$ cat config.mk
export PLATFORM = sky130hd
export DESIGN_NAME = dff_ram_2p
export DESIGN_NICKNAME = d
export VERILOG_FILES = /design/src/rtl/dff_ram_pkg.sv /design/src/rtl/dff_ram_init_ctrl.sv /design/src/rtl/dff_ram_2p.sv
export SDC_FILE = /design/constraint.sdc
export NUM_CORES = 1
export LEC_CHECK = 0
export BUFFER_PORTS_ARGS = -buffer_cell sky130_fd_sc_hd__buf_2
export CORE_MARGIN = 1.5
export CORE_UTILIZATION = 54
export DETAILED_ROUTE_END_ITERATION = 8
export PLACE_DENSITY_LB_ADDON = 0.08
export SLEW_MARGIN = 0
export SYNTH_ARGS = -nofsm -noshare
export SYNTH_HDL_FRONTEND = slang
export SYNTH_SLANG_ARGS = --single-unit
$ cat constraint.sdc
create_clock -name clk -period 4.3 [get_ports clk]
set_input_delay 0.215 -clock clk [delete_from_list [all_inputs] [get_ports clk]]
set_output_delay 0.215 -clock clk [all_outputs]
set_load 0.01 [all_outputs]
$ cat src/rtl/dff_ram_pkg.sv
// Shared definitions for the two-port flip-flop RAM: FSM encoding, lane width
// and the byte-lane merge used by both the write path and the read bypass.
package dff_ram_pkg;

  localparam int BYTE_W = 8;

  typedef enum logic {
    ST_INIT = 1'b0,
    ST_RUN  = 1'b1
  } state_t;

  // One lane of an old/new word merge: the lane's mask bit picks the new byte.
  function automatic logic [BYTE_W-1:0] byte_merge(
    input logic [BYTE_W-1:0] old_byte,
    input logic [BYTE_W-1:0] new_byte,
    input logic              lane_en
  );
    return lane_en ? new_byte : old_byte;
  endfunction

endpackage

$ cat src/rtl/dff_ram_init_ctrl.sv
// Post-reset clear sequencer: walks every word once writing zero, holding busy
// high until the last word has been cleared.
module dff_ram_init_ctrl
  import dff_ram_pkg::*;
#(
  parameter  int DEPTH  = 4,
  localparam int ADDR_W = $clog2(DEPTH)
) (
  input  logic              clk,
  input  logic              rst_n,
  output logic              busy,
  output logic              clr_we,
  output logic [ADDR_W-1:0] clr_addr
);

  localparam logic [ADDR_W-1:0] LAST_ADDR = ADDR_W'(DEPTH - 1);

  state_t            state_reg, state_next;
  logic [ADDR_W-1:0] ptr_reg, ptr_next;

  always_ff @(posedge clk) begin
    if (!rst_n) begin
      state_reg <= ST_INIT;
      ptr_reg   <= '0;
    end else begin
      state_reg <= state_next;
      ptr_reg   <= ptr_next;
    end
  end

  always_comb begin
    state_next = state_reg;
    ptr_next   = ptr_reg;
    busy       = 1'b0;
    clr_we     = 1'b0;
    case (state_reg)
      ST_INIT: begin
        busy   = 1'b1;
        // No clear write on an edge where reset is still asserted.
        clr_we = rst_n;
        if (ptr_reg == LAST_ADDR) begin
          state_next = ST_RUN;
          ptr_next   = '0;
        end else begin
          ptr_next = ptr_reg + 1'b1;
        end
      end
      ST_RUN: begin
        busy = 1'b0;
      end
    endcase
  end

  assign clr_addr = ptr_reg;

endmodule

$ cat src/rtl/dff_ram_2p.sv
// Two-port flip-flop RAM: byte-enabled write port, registered read port with
// write-first bypass on address collisions, and a hardware clear after reset.
module dff_ram_2p
  import dff_ram_pkg::*;
#(
  parameter  int WIDTH  = 72,
  parameter  int DEPTH  = 4,
  localparam int ADDR_W = $clog2(DEPTH),
  localparam int NBYTES = WIDTH / BYTE_W
) (
  input  logic              clk,
  input  logic              rst_n,
  output logic              busy,
  input  logic              wr_en_n,
  input  logic [ADDR_W-1:0] wr_addr,
  input  logic [NBYTES-1:0] wr_be,
  input  logic [WIDTH-1:0]  wr_data,
  input  logic              rd_en_n,
  input  logic [ADDR_W-1:0] rd_addr,
  output logic [WIDTH-1:0]  rd_data,
  output logic              rd_valid
);

  logic [WIDTH-1:0]  mem_reg [DEPTH];
  logic [WIDTH-1:0]  rd_data_reg;
  logic              rd_valid_reg;

  logic              clr_we;
  logic [ADDR_W-1:0] clr_addr;
  logic              wr_in_range, rd_in_range;
  logic              user_we, rd_req, collision;
  logic [WIDTH-1:0]  wr_old, wr_merged, rd_next;

  dff_ram_init_ctrl #(
    .DEPTH(DEPTH)
  ) u_init_ctrl (
    .clk     (clk),
    .rst_n   (rst_n),
    .busy    (busy),
    .clr_we  (clr_we),
    .clr_addr(clr_addr)
  );

  // Range checks only exist when DEPTH leaves unused address codes.
  generate
    if (DEPTH == (1 << ADDR_W)) begin : g_pow2
      assign wr_in_range = 1'b1;
      assign rd_in_range = 1'b1;
    end else begin : g_npow2
      localparam logic [ADDR_W:0] ADDR_LIMIT = (ADDR_W + 1)'(DEPTH);
      assign wr_in_range = ({1'b0, wr_addr} < ADDR_LIMIT);
      assign rd_in_range = ({1'b0, rd_addr} < ADDR_LIMIT);
    end
  endgenerate

  assign user_we   = rst_n && !busy && !wr_en_n && wr_in_range;
  assign rd_req    = !busy && !rd_en_n;
  assign collision = user_we && (rd_addr == wr_addr);

  assign wr_old = wr_in_range ? mem_reg[wr_addr] : '0;

  genvar gi;
  generate
    for (gi = 0; gi < NBYTES; gi++) begin : g_lane
      assign wr_merged[gi*BYTE_W +: BYTE_W] =
        byte_merge(wr_old[gi*BYTE_W +: BYTE_W], wr_data[gi*BYTE_W +: BYTE_W], wr_be[gi]);
    end
  endgenerate

  // Clear writes and user writes never overlap: one needs busy, the other !busy.
  always_ff @(posedge clk) begin
    if (clr_we) begin
      mem_reg[clr_addr] <= '0;
    end else if (user_we) begin
      mem_reg[wr_addr] <= wr_merged;
    end
  end

  always_comb begin
    rd_next = '0;
    if (collision) begin
      rd_next = wr_merged;
    end else if (rd_in_range) begin
      rd_next = mem_reg[rd_addr];
    end
  end

  always_ff @(posedge clk) begin
    if (!rst_n) begin
      rd_data_reg  <= '0;
      rd_valid_reg <= 1'b0;
    end else begin
      rd_valid_reg <= rd_req;
      if (rd_req) begin
        rd_data_reg <= rd_next;
      end
    end
  end

  assign rd_data  = rd_data_reg;
  assign rd_valid = rd_valid_reg;

endmodule
## Yosys cells after proc, flatten, opt, wreduce, memory -nomap -nowiden

Memories as Yosys holds them, arrays and structs flattened. A register that Yosys moved wholly into a read port is not among the register bits.
Index checks and enable logic that the tools add are counted.

- Bits in writable memories: 288
- Memory bits (read-only): 0
- Register bits: 4
- Latch bits: 0
- Output and inout port bits: 74
- Memories: 1

- Reductions and logical operators: 8
- $add $sub $neg: 1
- Mux-type cells: 22
- Divide/modulo/power cells: 0
- Multiply operators: 0
- Shift-type cells: 0
- Eq/ne operators: 1
- Bitwise gates (word level): 1
- $lt $le $gt $ge: 0

Memory list:

| memory | depth | bits a word | rd ports | clocked after memory_dff | wr ports | line | RTL |
|---|---|---|---|---|---|---|---|
| mem_reg | 4 | 72 | 2 | 1 | 1 | dff_ram_2p.sv:24 | `logic [WIDTH-1:0] mem_reg [DEPTH];` |

Operators by type and width:

| kind | count |
|---|---|
| 72-bit 2-to-1 mux | 1 |
| 8-bit 2-to-1 mux | 9 |
| 72-bit OR reduction | 1 |
| 1-bit 2-to-1 mux | 9 |
| 1-bit zero test | 4 |
| 2-bit 2-to-1 mux | 2 |
| 1-bit logical AND | 3 |
| 2-bit by 1-bit adder with 2-bit output, second input constant | 1 |
| 2-bit equality test, second input constant | 1 |
| 1-bit case mux with 2 select lines | 1 |
| 1-bit NOT | 1 |

## Depth between registers and ports, before layout

Gate-level depths: netlist of the first run.

- Depth after elaboration: 10
- Gate-level depth with buffers: 9
- Mapped depth without buffers: 5

## Cells and area by module

A second synthesis of the first run with hierarchy kept.

- Cell total of the unflattened synthesis: 1363
- Area, all modules: 16975.0 µm²

By module, submodules not included:

| module | area each (µm²) | cells an instance | instances | seq. area each (µm²) |
|---|---|---|---|---|
| dff_ram_2p | 16848.7 | 1351 | 1 | 10109.7 |
| dff_ram_init_ctrl | 126.4 | 12 | 1 | 60.1 |

## Worst setup path after synthesis of the first run

No wires, ideal clock.

- Path kind: input to register
- Start: in rst_n
- End: mem mem_reg[0][0], enable pin
- Data arrival time: 4.000 ns
- Slack: -0.202 ns
- Data required time: 3.798 ns
- Cell stages on the path: 4
- Path buffers: 1
- Cells stage by stage: buf_2 > and3b_1 > mux2_2 > nor2_1

- Longest elaborated chain between the ends: 7
- Elaborated cells between the ends (all ways): 11
- Classes of those cells: mux (8); reduce/logical (3)

RTL lines:

| element | line | RTL |
|---|---|---|
| start, declared | dff_ram_2p.sv:12 | `input logic rst_n,` |
| 1-bit logical AND (2 in series) | dff_ram_2p.sv:56 | `assign user_we = rst_n && !busy && !wr_en_n && wr_in_range;` |
| 1-bit 2-to-1 mux | dff_ram_2p.sv:74 | `end else if (user_we) begin` |
| 1-bit 2-to-1 mux | dff_ram_2p.sv:72 | `if (clr_we) begin` |
| 1-bit 2-to-1 mux (not written as such) | dff_ram_2p.sv:75 | `mem_reg[wr_addr] <= wr_merged;` |
| 72-bit OR reduction (no line) | n/a |  |
| 2-bit 2-to-1 mux (no line) / 1-bit 2-to-1 mux (equally long branches) | n/a |  |
| end, declared | dff_ram_2p.sv:24 |  |

Several ways; a longest one is shown, not always the timed one.

## Worst setup path in the final report of the first run

- Start: reg u_init_ctrl.state_reg
- End: reg rd_data_reg[0] (netlist: rd_data[0]) (read register of mem_reg)

- Longest elaborated chain between the ends: 4

RTL lines:

| element | line | RTL |
|---|---|---|
| start, declared | dff_ram_init_ctrl.sv:18 | `state_t state_reg, state_next;` |
| start signal, assigned | dff_ram_init_ctrl.sv:26 | `state_reg <= state_next;` |
| 1-bit NOT | dff_ram_init_ctrl.sv:36 | `case (state_reg)` |
| 1-bit case mux with 2 select lines * | dff_ram_init_ctrl.sv:36 |  |
| 1-bit zero test * | dff_ram_2p.sv:57 | `assign rd_req = !busy && !rd_en_n;` |
| 1-bit logical AND * | dff_ram_2p.sv:57 |  |
| end, declared | dff_ram_2p.sv:25 | `logic [WIDTH-1:0] rd_data_reg;` |

Every way passes the cells marked *; elsewhere a longest branch is shown, timed or not.
A chain may end at the register's enable or synchronous reset.

==> impl_summary.log, run 1 <==
INFO  metric worstPathArrival = 3.01 ns
INFO  metric drc = 0
INFO  metric synth_nets = 1073
INFO  metric stdcell_area = 18900 sq um
INFO  metric numPortBuffers = 162
INFO  metric rrSetupSlack = 1.63 ns
INFO  metric gpl.final_weighted_congestion = 0.704
INFO  metric final_antenna_net_count = 0
INFO  metric reg2reg_to = rd_data[0]
INFO  metric netlist_instances = 983
INFO  metric layout_commonest_cell = sky130_fd_sc_hd__edfxtp_1
INFO  metric synth_seq_cells = 364
INFO  metric drtIter0Drc = 645
INFO  metric die_area = 31800 sq um
INFO  metric synthesis.yosys.warnings = 0
INFO  metric max-clock-path-buffers = 3
INFO  metric avgViaCountPerCell = 6.06
INFO  metric core_area = 30400 sq um
INFO  metric leakage_power = 7.30 nW
INFO  metric min-delay-start = rst_n
INFO  metric worst_slew_pin_slew = 1.20 ns
INFO  metric clkTransAtPathRegs = 0.06 ns
INFO  metric report.power.total = 8.70 mW
INFO  metric worst_ep_required_time = 4.64 ns
INFO  metric max_ffs_per_register = 288
INFO  metric ys_async_sr_fraction = 0%
INFO  metric post-route-util = 62.1%
INFO  metric clock_sinks = 364
INFO  metric vias = 9392
INFO  metric route.met2.wl = 18700 microns
INFO  metric grt_antenna_before_repair = 2
INFO  metric final_cell_mix = 288 x sky130_fd_sc_hd__edfxtp_1, 158 x sky130_fd_sc_hd__buf_2, 146 x sky130_fd_sc_hd__mux2i_1, 144 x sky130_fd_sc_hd__mux4_2, 76 x sky130_fd_sc_hd__dfxtp_1
INFO  metric pre_cts_worst_setup_slack = 1.52 ns
INFO  metric worstPathMaxFanout = 33
INFO  metric drt-met1-wl = 15000 microns
INFO  metric route.final.wire_length = 36100 microns
INFO  metric placed_area = 17700 sq um
INFO  metric global_route.overflow_total = 0
INFO  metric period_share = 62.1%
INFO  metric worst_clock_skew = 0.0102 ns
INFO  metric post-dp-hpwl = 20200 microns
INFO  metric area_growth_syn_to_layout = 13.7%
INFO  metric synth-edff-count = 288
INFO  metric placement_rows = 64
INFO  metric postCtsHoldBufs = 0
INFO  metric track_usage = 23.4%
INFO  metric worstHoldEndpoint = rd_data[7]
INFO  metric dp_cells = 1479
INFO  metric slew_viol_final = 0
INFO  metric maxSlewHeadroom = 19.7%
INFO  metric finish.net_count = 1215
INFO  metric synth_cell_type_count = 30
INFO  metric synth_seq_area_share = 61.3%
INFO  metric regArea = 10200 sq um
INFO  metric vdd_drop_max = 0.383 mV
INFO  metric cp_capture_type = register
INFO  metric clock_tree.htree_level_count = 2
INFO  metric first_pass_grt_wire_length = 55200 microns
INFO  metric antennaDiodeCount = 0
INFO  metric route.top_layer_used = met4
INFO  metric final_hold_viol_count = 0
INFO  metric via_count_of_the_first_global_routing_pass = 9754
INFO  metric final-instance-count-excl-fill = 1551
INFO  metric insertion_delay = 0.51 ns
INFO  metric postLayoutSetupSlackWorst = 1.63 ns
INFO  metric hold_path_depth = 3
INFO  metric met3RoutedLength = 1840 microns
INFO  metric criticalPathCategory = register to register
INFO  metric outcome = complete, no violations
INFO  metric layout.filler_cells = 2283
INFO  metric final_layout_size_suffix_gt1_share = 34.1%
INFO  metric cts_tree = built
INFO  metric post_cts_repair_resize_count = 0
INFO  metric floorplan.die.height = 178 microns
INFO  metric worst_setup_path_start_kind = register
INFO  metric floorplan.initialDensity = 54.6%
INFO  metric routed_wire_length_per_instance = 23.3 microns
INFO  metric floorplan.io_pins = 163
INFO  metric first_pass_iters = 7
INFO  metric cap_viol_max_count = 0
INFO  metric cts_buffers = 40
INFO  metric largest_net_degree_at_the_start_of_global_routing = 73
INFO  metric die_x = 178 microns
INFO  metric postSynthAreaPerCell = 16.9 sq um
INFO  metric predominant_post_synthesis_flop_cell = sky130_fd_sc_hd__edfxtp_1
INFO  metric setup_viol = 0
INFO  metric multi_input_combinational_cell_area = 5940 sq um
INFO  metric unrepaired_setup_endpoints_after_global_routing = false
INFO  metric cell_depth_of_the_worst_flop_to_flop_path = 6
INFO  metric fmaxAchievable = 375 MHz
INFO  metric powerDensity = 461 nW/um^2
INFO  metric final_worst_path_period_need = 2.67 ns
INFO  metric worst_reg2reg_path_startpoint = u_init_ctrl.state_reg
INFO  metric synth.cell_area = 16600 sq um
INFO  metric cts_post_setup_buffers_inserted = 0
INFO  metric clockRootBuffer = sky130_fd_sc_hd__clkbuf_16
INFO  metric holdCritPathClass = primary input to register
## worst max path at each step
stage	cells past startpoint	start	slack, ns	to
finish	6	u_init_ctrl.state_reg	1.63	rd_data[0]
floorplan	4	rst_n	-0.20	mem_reg[0][0]
global placement	5	rst_n	1.55	mem_reg[3][15]
global route	6	u_init_ctrl.state_reg	1.45	rd_data[0]
CTS	6	u_init_ctrl.state_reg	1.63	rd_data[0]
detailed placement	7	wr_addr[1]	1.52	rd_data[1]
## area by class of cell
| cell class | count | share of cell area, % |
|---|---|---|
| flip-flops and latches | 364 | 53.9 |
| multi-input cells | 534 | 31.5 |
| clock buffers | 57 | 6.12 |
| repair buffers | 182 | 5.47 |
| well taps | 396 | 2.62 |
| clock inverters | 15 | 0.384 |
| inverters | 3 | 0.0596 |
## cell families (layout without fill, tap and decap cells)
logic type / after synthesis / after routing / share of synthesized area, %
AO/OA/AOI/OAI: 152 / 152 / 4.74
adder cells (fa/ha/maj): 1 / 1 / 0.0754
buffers and inverters: 85 / 257 / 3.22
AND/OR/NAND/NOR: 88 / 88 / 2.19
multiplexers: 291 / 291 / 28.4
flip-flops: 364 / 364 / 61.3
XOR/XNOR: 2 / 2 / 0.106
## power by group
part           internal, mW  total, mW  switching [mW]  leakage, nW
logic                 0.564       1.22           0.658         3.32
registers              4.16       4.30           0.139         3.37
clock network          1.87       3.18            1.31        0.612
total                  6.59       8.70            2.11         7.30
## through the flow
step / setup TNS [ns] / hold WS, ns
2_1_floorplan: -29.11 / 0.519
3_3_place_gp: 0 / 0.519
3_5_place_dp: 0 / 0.519
4_1_cts: 0 / 0.142
5_1_grt: 0 / 0.174
6_report: 0 / 0.168
## worst max-delay path, stage by stage, from the launching register on
cell                        delay [ns]
sky130_fd_sc_hd__dfxtp_1          0.66
sky130_fd_sc_hd__nand2b_1         0.18
sky130_fd_sc_hd__o22ai_1          0.29
sky130_fd_sc_hd__o2111ai_4        0.60
sky130_fd_sc_hd__buf_12           0.45
sky130_fd_sc_hd__mux2i_1          0.20
sky130_fd_sc_hd__a21oi_1          0.09
## cell usage after synthesis, types with 2 or more instances
cell type / n / area [sq um]
sky130_fd_sc_hd__a21oi_1: 73 / 365
sky130_fd_sc_hd__buf_1: 10 / 37.5
sky130_fd_sc_hd__buf_12: 8 / 160
sky130_fd_sc_hd__buf_2: 17 / 85.1
sky130_fd_sc_hd__buf_4: 3 / 22.5
sky130_fd_sc_hd__buf_6: 7 / 78.8
sky130_fd_sc_hd__clkbuf_1: 37 / 139
sky130_fd_sc_hd__dfxtp_1: 76 / 1520
sky130_fd_sc_hd__edfxtp_1: 288 / 8650
sky130_fd_sc_hd__inv_1: 3 / 11.3
sky130_fd_sc_hd__mux2i_1: 146 / 1460
sky130_fd_sc_hd__mux4_2: 144 / 3240
sky130_fd_sc_hd__nand2_1: 3 / 11.3
sky130_fd_sc_hd__nor2_1: 76 / 285
sky130_fd_sc_hd__nor2b_1: 2 / 12.5
sky130_fd_sc_hd__o21a_1: 2 / 15.0
sky130_fd_sc_hd__o21ai_0: 72 / 360
sky130_fd_sc_hd__o22ai_1: 3 / 18.8
sky130_fd_sc_hd__xor2_1: 2 / 17.5
## routing by layer
metal | global-route usage, % | vias to the layer above
met3 | 3.15 | 35
met4 | 5.87 | 0
met1 | 31.2 | 4852
li1 | - | 4252
met5 | 0 | -
met2 | 41.0 | 253
(Power assumes the default switching activity.)
==> inputs of run 2 (changes only) <==
--- a/config.mk
+++ b/config.mk
@@ -7,7 +7,7 @@
 export LEC_CHECK = 0
 export BUFFER_PORTS_ARGS = -buffer_cell sky130_fd_sc_hd__buf_2
 export CORE_MARGIN = 1.5
-export CORE_UTILIZATION = 54
+export CORE_UTILIZATION = 59
 export DETAILED_ROUTE_END_ITERATION = 8
 export PLACE_DENSITY_LB_ADDON = 0.08
 export SLEW_MARGIN = 0
==> constraint.sdc (replaced) <==
create_clock -name clk -period 2.8 [get_ports clk]
set_input_delay 0.14 -clock clk [delete_from_list [all_inputs] [get_ports clk]]
set_output_delay 0.14 -clock clk [all_outputs]
set_load 0.01 [all_outputs]
==> run 2 against run 1 <==
Against the previous run:
- flip-flop and latch count stayed put
- non-clock buffer count increased by 10
- worst hold slack got worse by 0.062 ns
- die area down 8.3%
- critical path type unchanged
- critical endpoint is now mem_reg[1][55]
- largest cell class unchanged
- largest power group unchanged
==> impl_summary.log, run 2 (synthesis gave the netlist of run 1 again) <==
INFO  metric drc = 0
INFO  metric unrepaired_setup_endpoints_after_global_routing = false
INFO  metric vias = 9541
INFO  metric insertion_delay = 0.52 ns
INFO  metric layout.filler_cells = 1862
INFO  metric area_growth_syn_to_layout = 15.4%
INFO  metric floorplan.die.height = 171 microns
INFO  metric part_of_the_total_power_dissipated_in_the_clock_network = 37.8%
INFO  metric power.net_switching = 3.28 mW
INFO  metric critical_path.max_stage_delay = 0.56 ns
INFO  metric finish.net_count = 1223
INFO  metric powerDensity = 717 nW/um^2
INFO  metric fmaxAchievable = 461 MHz
INFO  metric outcome = complete, no violations
INFO  metric holdCritPathClass = primary input to register
INFO  metric die_area = 29200 sq um
INFO  metric route.final.wire_length = 35900 microns
INFO  metric final_hold_viol_count = 0
INFO  metric post-dp-hpwl = 20800 microns
INFO  metric clockRootBuffer = sky130_fd_sc_hd__clkbuf_16
INFO  metric leakage_power = 7.42 nW
INFO  metric first_pass_iters = 5
INFO  metric track_usage = 25.5%
INFO  metric finalSetupTns = 0 ns
INFO  metric cts_buffers = 38
INFO  metric worst_ep_required_time = 2.99 ns
INFO  metric rrSetupSlack = 0.63 ns
INFO  metric worst_slew_pin_slew = 0.578 ns
INFO  metric cts_post_setup_buffers_inserted = 0
INFO  metric clock_tree.htree_level_count = 2
INFO  metric layout_commonest_cell = sky130_fd_sc_hd__edfxtp_1
INFO  metric hold_slack = 0.106 ns
INFO  metric worst_path_max_delay_cell = sky130_fd_sc_hd__dfxtp_1
INFO  metric worstPathArrival = 2.35 ns
INFO  metric slew_viol_final = 0
INFO  metric vdd_drop_max = 0.580 mV
INFO  metric cp_cell_sequence = and3b_1 -> mux2_2 -> nor2_4 -> buf_4
INFO  metric floorplan.io_pins = 163
INFO  metric avgViaCountPerCell = 6.19
INFO  metric max-clock-path-buffers = 3
INFO  metric largest_net_degree_at_the_start_of_global_routing = 73
INFO  metric report.power.total = 13.7 mW
INFO  metric global_route.overflow_total = 0
INFO  metric period_share = 77.4%
INFO  metric floorplan.initialDensity = 59.9%
INFO  metric placement_rows = 61
INFO  metric via_count_of_the_first_global_routing_pass = 9859
INFO  metric grt_antenna_before_repair = 2
INFO  metric routed_wire_length_per_instance = 23.3 microns
INFO  metric final_worst_path_period_need = 2.17 ns
INFO  metric combPwrFrac = 14.1%
INFO  metric cap_viol_max_count = 0
INFO  metric final_antenna_net_count = 0
INFO  metric final_cell_mix = 288 x sky130_fd_sc_hd__edfxtp_1, 158 x sky130_fd_sc_hd__buf_2, 146 x sky130_fd_sc_hd__mux2i_1, 144 x sky130_fd_sc_hd__mux4_2, 76 x sky130_fd_sc_hd__dfxtp_1
INFO  metric max_ffs_per_register = 288
INFO  metric first_pass_grt_wire_length = 55600 microns
INFO  metric seqPwrFrac = 48.0%
INFO  metric final_layout_size_suffix_gt1_share = 34.7%
INFO  metric maxSlewHeadroom = 61.4%
INFO  metric switching_share = 23.9%
INFO  metric worst_setup_path_start_kind = register
INFO  metric clkTransAtPathRegs = 0.06 ns
INFO  metric setup_viol = 0
INFO  metric worst_clock_skew = 0.00879 ns
INFO  metric cp_capture_type = register
INFO  metric clock_sinks = 364
INFO  metric die_x = 171 microns
INFO  metric criticalPathCategory = register to register
INFO  metric cts_tree = built
INFO  metric gpl.final_weighted_congestion = 0.717
INFO  metric numPortBuffers = 162
INFO  metric worstPathMaxFanout = 23
INFO  metric power_report.internal_total = 10.5 mW
INFO  metric core_area = 27700 sq um
INFO  metric drtIter0Drc = 738
[run 2: final timing paths]
| kind | startpoint | end | depth (start not counted) |
|---|---|---|---|
| setup / recovery | u_init_ctrl.state_reg | mem_reg[1][55] | 4 |
| hold / removal | wr_data[8] | mem_reg[2][8] | 3 |
| setup reg to reg | u_init_ctrl.state_reg | mem_reg[1][55] | 4 |
| hold reg to reg | rd_data[19] | rd_data[19] | 2 |
[run 2: area by class of cell]
| type | count | area (sq um) | share of cell area, % |
|---|---|---|---|
| antenna | 2 | 5.00 | 0.0261 |
| clock buffer | 58 | 1170 | 6.11 |
| clock inverter | 11 | 135 | 0.705 |
| inverter | 3 | 11.3 | 0.0588 |
| multi-input combinational | 534 | 5940 | 31.0 |
| sequential | 364 | 10200 | 53.1 |
| tap | 378 | 473 | 2.47 |
| timing repair buffer | 192 | 1250 | 6.52 |
[run 2: critical path: cells and delay by family (launching register included)]
kind                   cells  cell delay [ns]
muxes                      1             0.41
DFF                        1             0.56
buffers and inverters      1             0.37
and+or+nand+nor            2             0.48
[run 2: stage by stage]
stage	std cells	area [sq um]	utilization, %	worst slack [ns]
after detailed placement	1470	17800	64.4	0.652
after global placement	1470	17800	64.4	0.698
after floorplan	983	16600	-	-0.469
after global routing	1540	19200	69.1	0.549
final	1542	19200	69.1	0.633
after CTS	1540	19200	69.1	0.623
[run 2: power by group through the flow]
stage,clock [mW],sequential [mW],combinational [mW]
after floorplan,0,6.69,1.39
final,5.20,6.60,1.94
after global placement,0,6.68,1.94
after detailed placement,0,6.71,1.96
after CTS,5.28,6.60,1.97
after global routing,5.49,6.65,2.09
[run 2: timing repair]
action / CTS / global route
gates resized for setup: 0 / 0
endpoints found under the hold margin: 9 / 0
hold buffers: 1 / 0
[run 2: routing by layer]
layer  track usage [%]  share of wire (%)  wire [microns]
met1              34.6                 42           15200
met2              43.2                 50           17900
met3              4.49                6.0            2140
met4              6.54                1.8             652
met5                 0              0.047              17
==> inputs of run 3 (changes only) <==
--- a/config.mk
+++ b/config.mk
@@ -5,9 +5,10 @@
 export SDC_FILE = /design/constraint.sdc
 export NUM_CORES = 1
 export LEC_CHECK = 0
+export ABC_AREA = 1
 export BUFFER_PORTS_ARGS = -buffer_cell sky130_fd_sc_hd__buf_2
 export CORE_MARGIN = 1.5
-export CORE_UTILIZATION = 59
+export CORE_UTILIZATION = 54
 export DETAILED_ROUTE_END_ITERATION = 8
 export PLACE_DENSITY_LB_ADDON = 0.08
 export SLEW_MARGIN = 0
==> constraint.sdc (replaced) <==
create_clock -name clk -period 1.9 [get_ports clk]
set_input_delay 0.095 -clock clk [delete_from_list [all_inputs] [get_ports clk]]
set_output_delay 0.095 -clock clk [all_outputs]
set_load 0.01 [all_outputs]
==> run 3 against run 2 <==
Against the previous run:
- non-clock buffer count increased by 95
- area after synthesis rose by 9.1%
- setup slack worse by 0.49 ns
- utilization is 3.2 points lower
- total power increased by 51%
- die area increased by 19%
- synthesized cell count rose by 120%
- sequential share of layout area is 6.0 points lower
- global-route usage is 4.4 points higher
- clock skew rose by 0.0098 ns
- largest cell class unchanged
==> impl_summary.log, run 3 <==
INFO  metric outcome = complete, no violations
INFO  metric clockRootBuffer = sky130_fd_sc_hd__clkbuf_16
INFO  metric final_worst_path_period_need = 1.76 ns
INFO  metric layout_commonest_cell = sky130_fd_sc_hd__nor2_1
INFO  metric core_area = 32800 sq um
INFO  metric hold_path_depth = 5
INFO  metric seqPwrFrac = 45.9%
INFO  metric worst_ep_required_time = 2.26 ns
INFO  metric final_antenna_net_count = 0
INFO  metric worst_slew_pin_slew = 1.01 ns
INFO  metric cap_viol_max_count = 0
INFO  metric power_report.internal_total = 15.1 mW
INFO  metric synth_seq_cells = 364
INFO  metric maxSlewHeadroom = 32.7%
INFO  metric postSynthAreaPerCell = 8.39 sq um
INFO  metric max-clock-path-buffers = 3
INFO  metric yosysTopAreaCell = sky130_fd_sc_hd__edfxtp_1
INFO  metric route.final.wire_length = 51200 microns
INFO  metric leakage_power = 9.16 nW
INFO  metric global_route.overflow_total = 0
INFO  metric worst_clock_skew = 0.0186 ns
INFO  metric die_area = 34700 sq um
INFO  metric synth_cell_type_count = 25
INFO  metric drtIter0Drc = 1457
INFO  metric post-dp-hpwl = 30000 microns
INFO  metric final_cell_mix = 434 x sky130_fd_sc_hd__nor2_1, 366 x sky130_fd_sc_hd__nand2_1, 288 x sky130_fd_sc_hd__edfxtp_1, 219 x sky130_fd_sc_hd__nand3_1, 217 x sky130_fd_sc_hd__o21ai_0
INFO  metric synthesis.yosys.warnings = 0
INFO  metric floorplan.die.height = 186 microns
INFO  metric synthTopCellsByCount = 439 x sky130_fd_sc_hd__nor2_1, 369 x sky130_fd_sc_hd__nand2_1, 288 x sky130_fd_sc_hd__edfxtp_1
INFO  metric track_usage = 29.9%
INFO  metric slew_viol_final = 0
INFO  metric floorplan.initialDensity = 55.2%
INFO  metric fmaxAchievable = 569 MHz
INFO  metric period_share = 92.6%
INFO  metric power.net_switching = 5.70 mW
INFO  metric predominant_post_synthesis_flop_cell = sky130_fd_sc_hd__edfxtp_1
INFO  metric max_ffs_per_register = 288
INFO  metric synthTopCellsByArea = sky130_fd_sc_hd__edfxtp_1 48%, sky130_fd_sc_hd__nor2_1 9.1%, sky130_fd_sc_hd__dfxtp_1 8.4%
INFO  metric synth.top_cell.area_share = 47.7%
INFO  metric worst_setup_path_start_kind = register
INFO  metric final_hold_viol_count = 0
INFO  metric synth-edff-count = 288
INFO  metric first_pass_iters = 6
INFO  metric numPortBuffers = 162
INFO  metric vias = 16100
INFO  metric clkTransAtPathRegs = 0.06 ns
INFO  metric cp_capture_type = register
INFO  metric clock_sinks = 364
INFO  metric finish.net_count = 2424
INFO  metric routed_wire_length_per_instance = 18.2 microns
INFO  metric ys_async_sr_fraction = 0%
INFO  metric setup_viol = 0
INFO  metric cts_post_setup_buffers_inserted = 0
INFO  metric first_pass_grt_wire_length = 81200 microns
INFO  metric via_count_of_the_first_global_routing_pass = 15800
INFO  metric netlist_instances = 2159
INFO  metric avgViaCountPerCell = 5.73
INFO  metric placement_rows = 66
INFO  metric worstPathMaxFanout = 7
INFO  metric cts_buffers = 40
INFO  metric combPwrFrac = 16.9%
INFO  metric synth.most_common_cell = sky130_fd_sc_hd__nor2_1
INFO  metric synth.cell_area = 18100 sq um
INFO  metric criticalPathCategory = register to register
INFO  metric floorplan.io_pins = 163
INFO  metric cell_depth_of_the_worst_flop_to_flop_path = 11
INFO  metric cts_tree = built
INFO  metric area_growth_syn_to_layout = 19.4%
INFO  metric vdd_drop_max = 0.623 mV
INFO  metric gpl.final_weighted_congestion = 0.836
INFO  metric die_x = 186 microns
INFO  metric synth_seq_area_share = 56.1%
INFO  metric powerDensity = 961 nW/um^2
INFO  metric largest_net_degree_at_the_start_of_global_routing = 94
INFO  metric holdCritPathClass = primary input to register
INFO  metric synth_nets = 2249
INFO  metric worstPathArrival = 2.12 ns
INFO  metric clock_tree.htree_level_count = 2
INFO  metric insertion_delay = 0.53 ns
INFO  metric post-route-util = 65.9%
INFO  metric report.power.total = 20.8 mW
INFO  metric switching_share = 27.4%
INFO  metric part_of_the_total_power_dissipated_in_the_clock_network = 37.1%
INFO  metric final_layout_size_suffix_gt1_share = 16.0%
INFO  metric grt_antenna_before_repair = 1
INFO  metric unrepaired_setup_endpoints_after_global_routing = false
INFO  metric layout.filler_cells = 2693
INFO  metric drc = 0
-- run 3: power groups by stage --
stage | Clock [mW] | Sequential (mW) | Combinational (mW)
after global routing | 8.12 | 9.61 | 3.86
final | 7.72 | 9.55 | 3.51
after CTS | 7.79 | 9.55 | 3.50
after global placement | 0 | 9.68 | 3.42
after detailed placement | 0 | 9.71 | 3.48
after floorplan | 0 | 9.71 | 2.05
-- run 3: cell type report --
| type | instances | area [sq um] | share of cell area (%) |
|---|---|---|---|
| antenna | 1 | 2.50 | 0.0116 |
| clock buffer | 57 | 1200 | 5.54 |
| clock inverter | 17 | 125 | 0.579 |
| inverter | 166 | 631 | 2.92 |
| multi-input combinational | 1475 | 6670 | 30.8 |
| sequential | 364 | 10200 | 47.0 |
| tap | 442 | 553 | 2.56 |
| timing repair buffer | 287 | 2270 | 10.5 |
-- run 3: kinds of logic (layout without fill, tap and decap cells) --
family	Yosys count	in the layout	synth area share, %
and+or+nand+nor	1036	1036	23.3
AOI/OAI and AO/OA	438	438	13.1
DFF	364	364	56.1
buffers and inverters	320	527	7.38
adders and majority gates	1	1	0.0691
other	0	1	0
-- run 3: worst max-delay path: stages (launching register included) --
cell and delay, ns:
sky130_fd_sc_hd__dfxtp_2 0.39, sky130_fd_sc_hd__nand2_2 0.07, sky130_fd_sc_hd__nor2_2 0.11, sky130_fd_sc_hd__nand2_1 0.09, sky130_fd_sc_hd__nand3_1 0.10, sky130_fd_sc_hd__nand2_1 0.09, sky130_fd_sc_hd__nor2_4 0.14, sky130_fd_sc_hd__buf_4 0.22
sky130_fd_sc_hd__buf_4 0.15, sky130_fd_sc_hd__nand3_1 0.07, sky130_fd_sc_hd__nand3_1 0.09, sky130_fd_sc_hd__a21oi_1 0.06
-- run 3: stage by stage --
step	instance area [sq um]	instances	setup slack, ns	hold WS (ns)	TNS, ns
floorplan	18200	2159	-0.335	0.167	-91.76
global placement	20300	2731	0.152	0.367	0
detailed placement	20300	2731	0.141	0.367	0
finish	21600	2809	0.141	0.0461	0
global route	21600	2808	0.0107	0.0924	0
CTS	21600	2808	0.101	0.0308	0
-- run 3: timing repair --
item	in CTS	in global routing
endpoints found under the setup margin	0	10
hold buffers	3	0
hold endpoints to repair	3	0
resized for setup	0	2
-- run 3: metal layers --
layer | routed length [microns] | up-vias | GRT usage [%]
met3 | 3560 | 126 | 3.74
met5 | 0 | - | 0
met1 | 21100 | 7666 | 39.0
li1 | - | 7625 | -
met2 | 25100 | 674 | 51.1
met4 | 1480 | 0 | 11.5
-- run 3: path summary, 6_finish.rpt --
path / start / to / slack, ns
min reg2reg: rd_data[53] / rd_data[53] / 0.46
max reg2reg: u_init_ctrl.state_reg / rd_data[34] / 0.14
max: u_init_ctrl.state_reg / rd_data[34] / 0.14
min: wr_data[52] / mem_reg[2][52] / 0.05
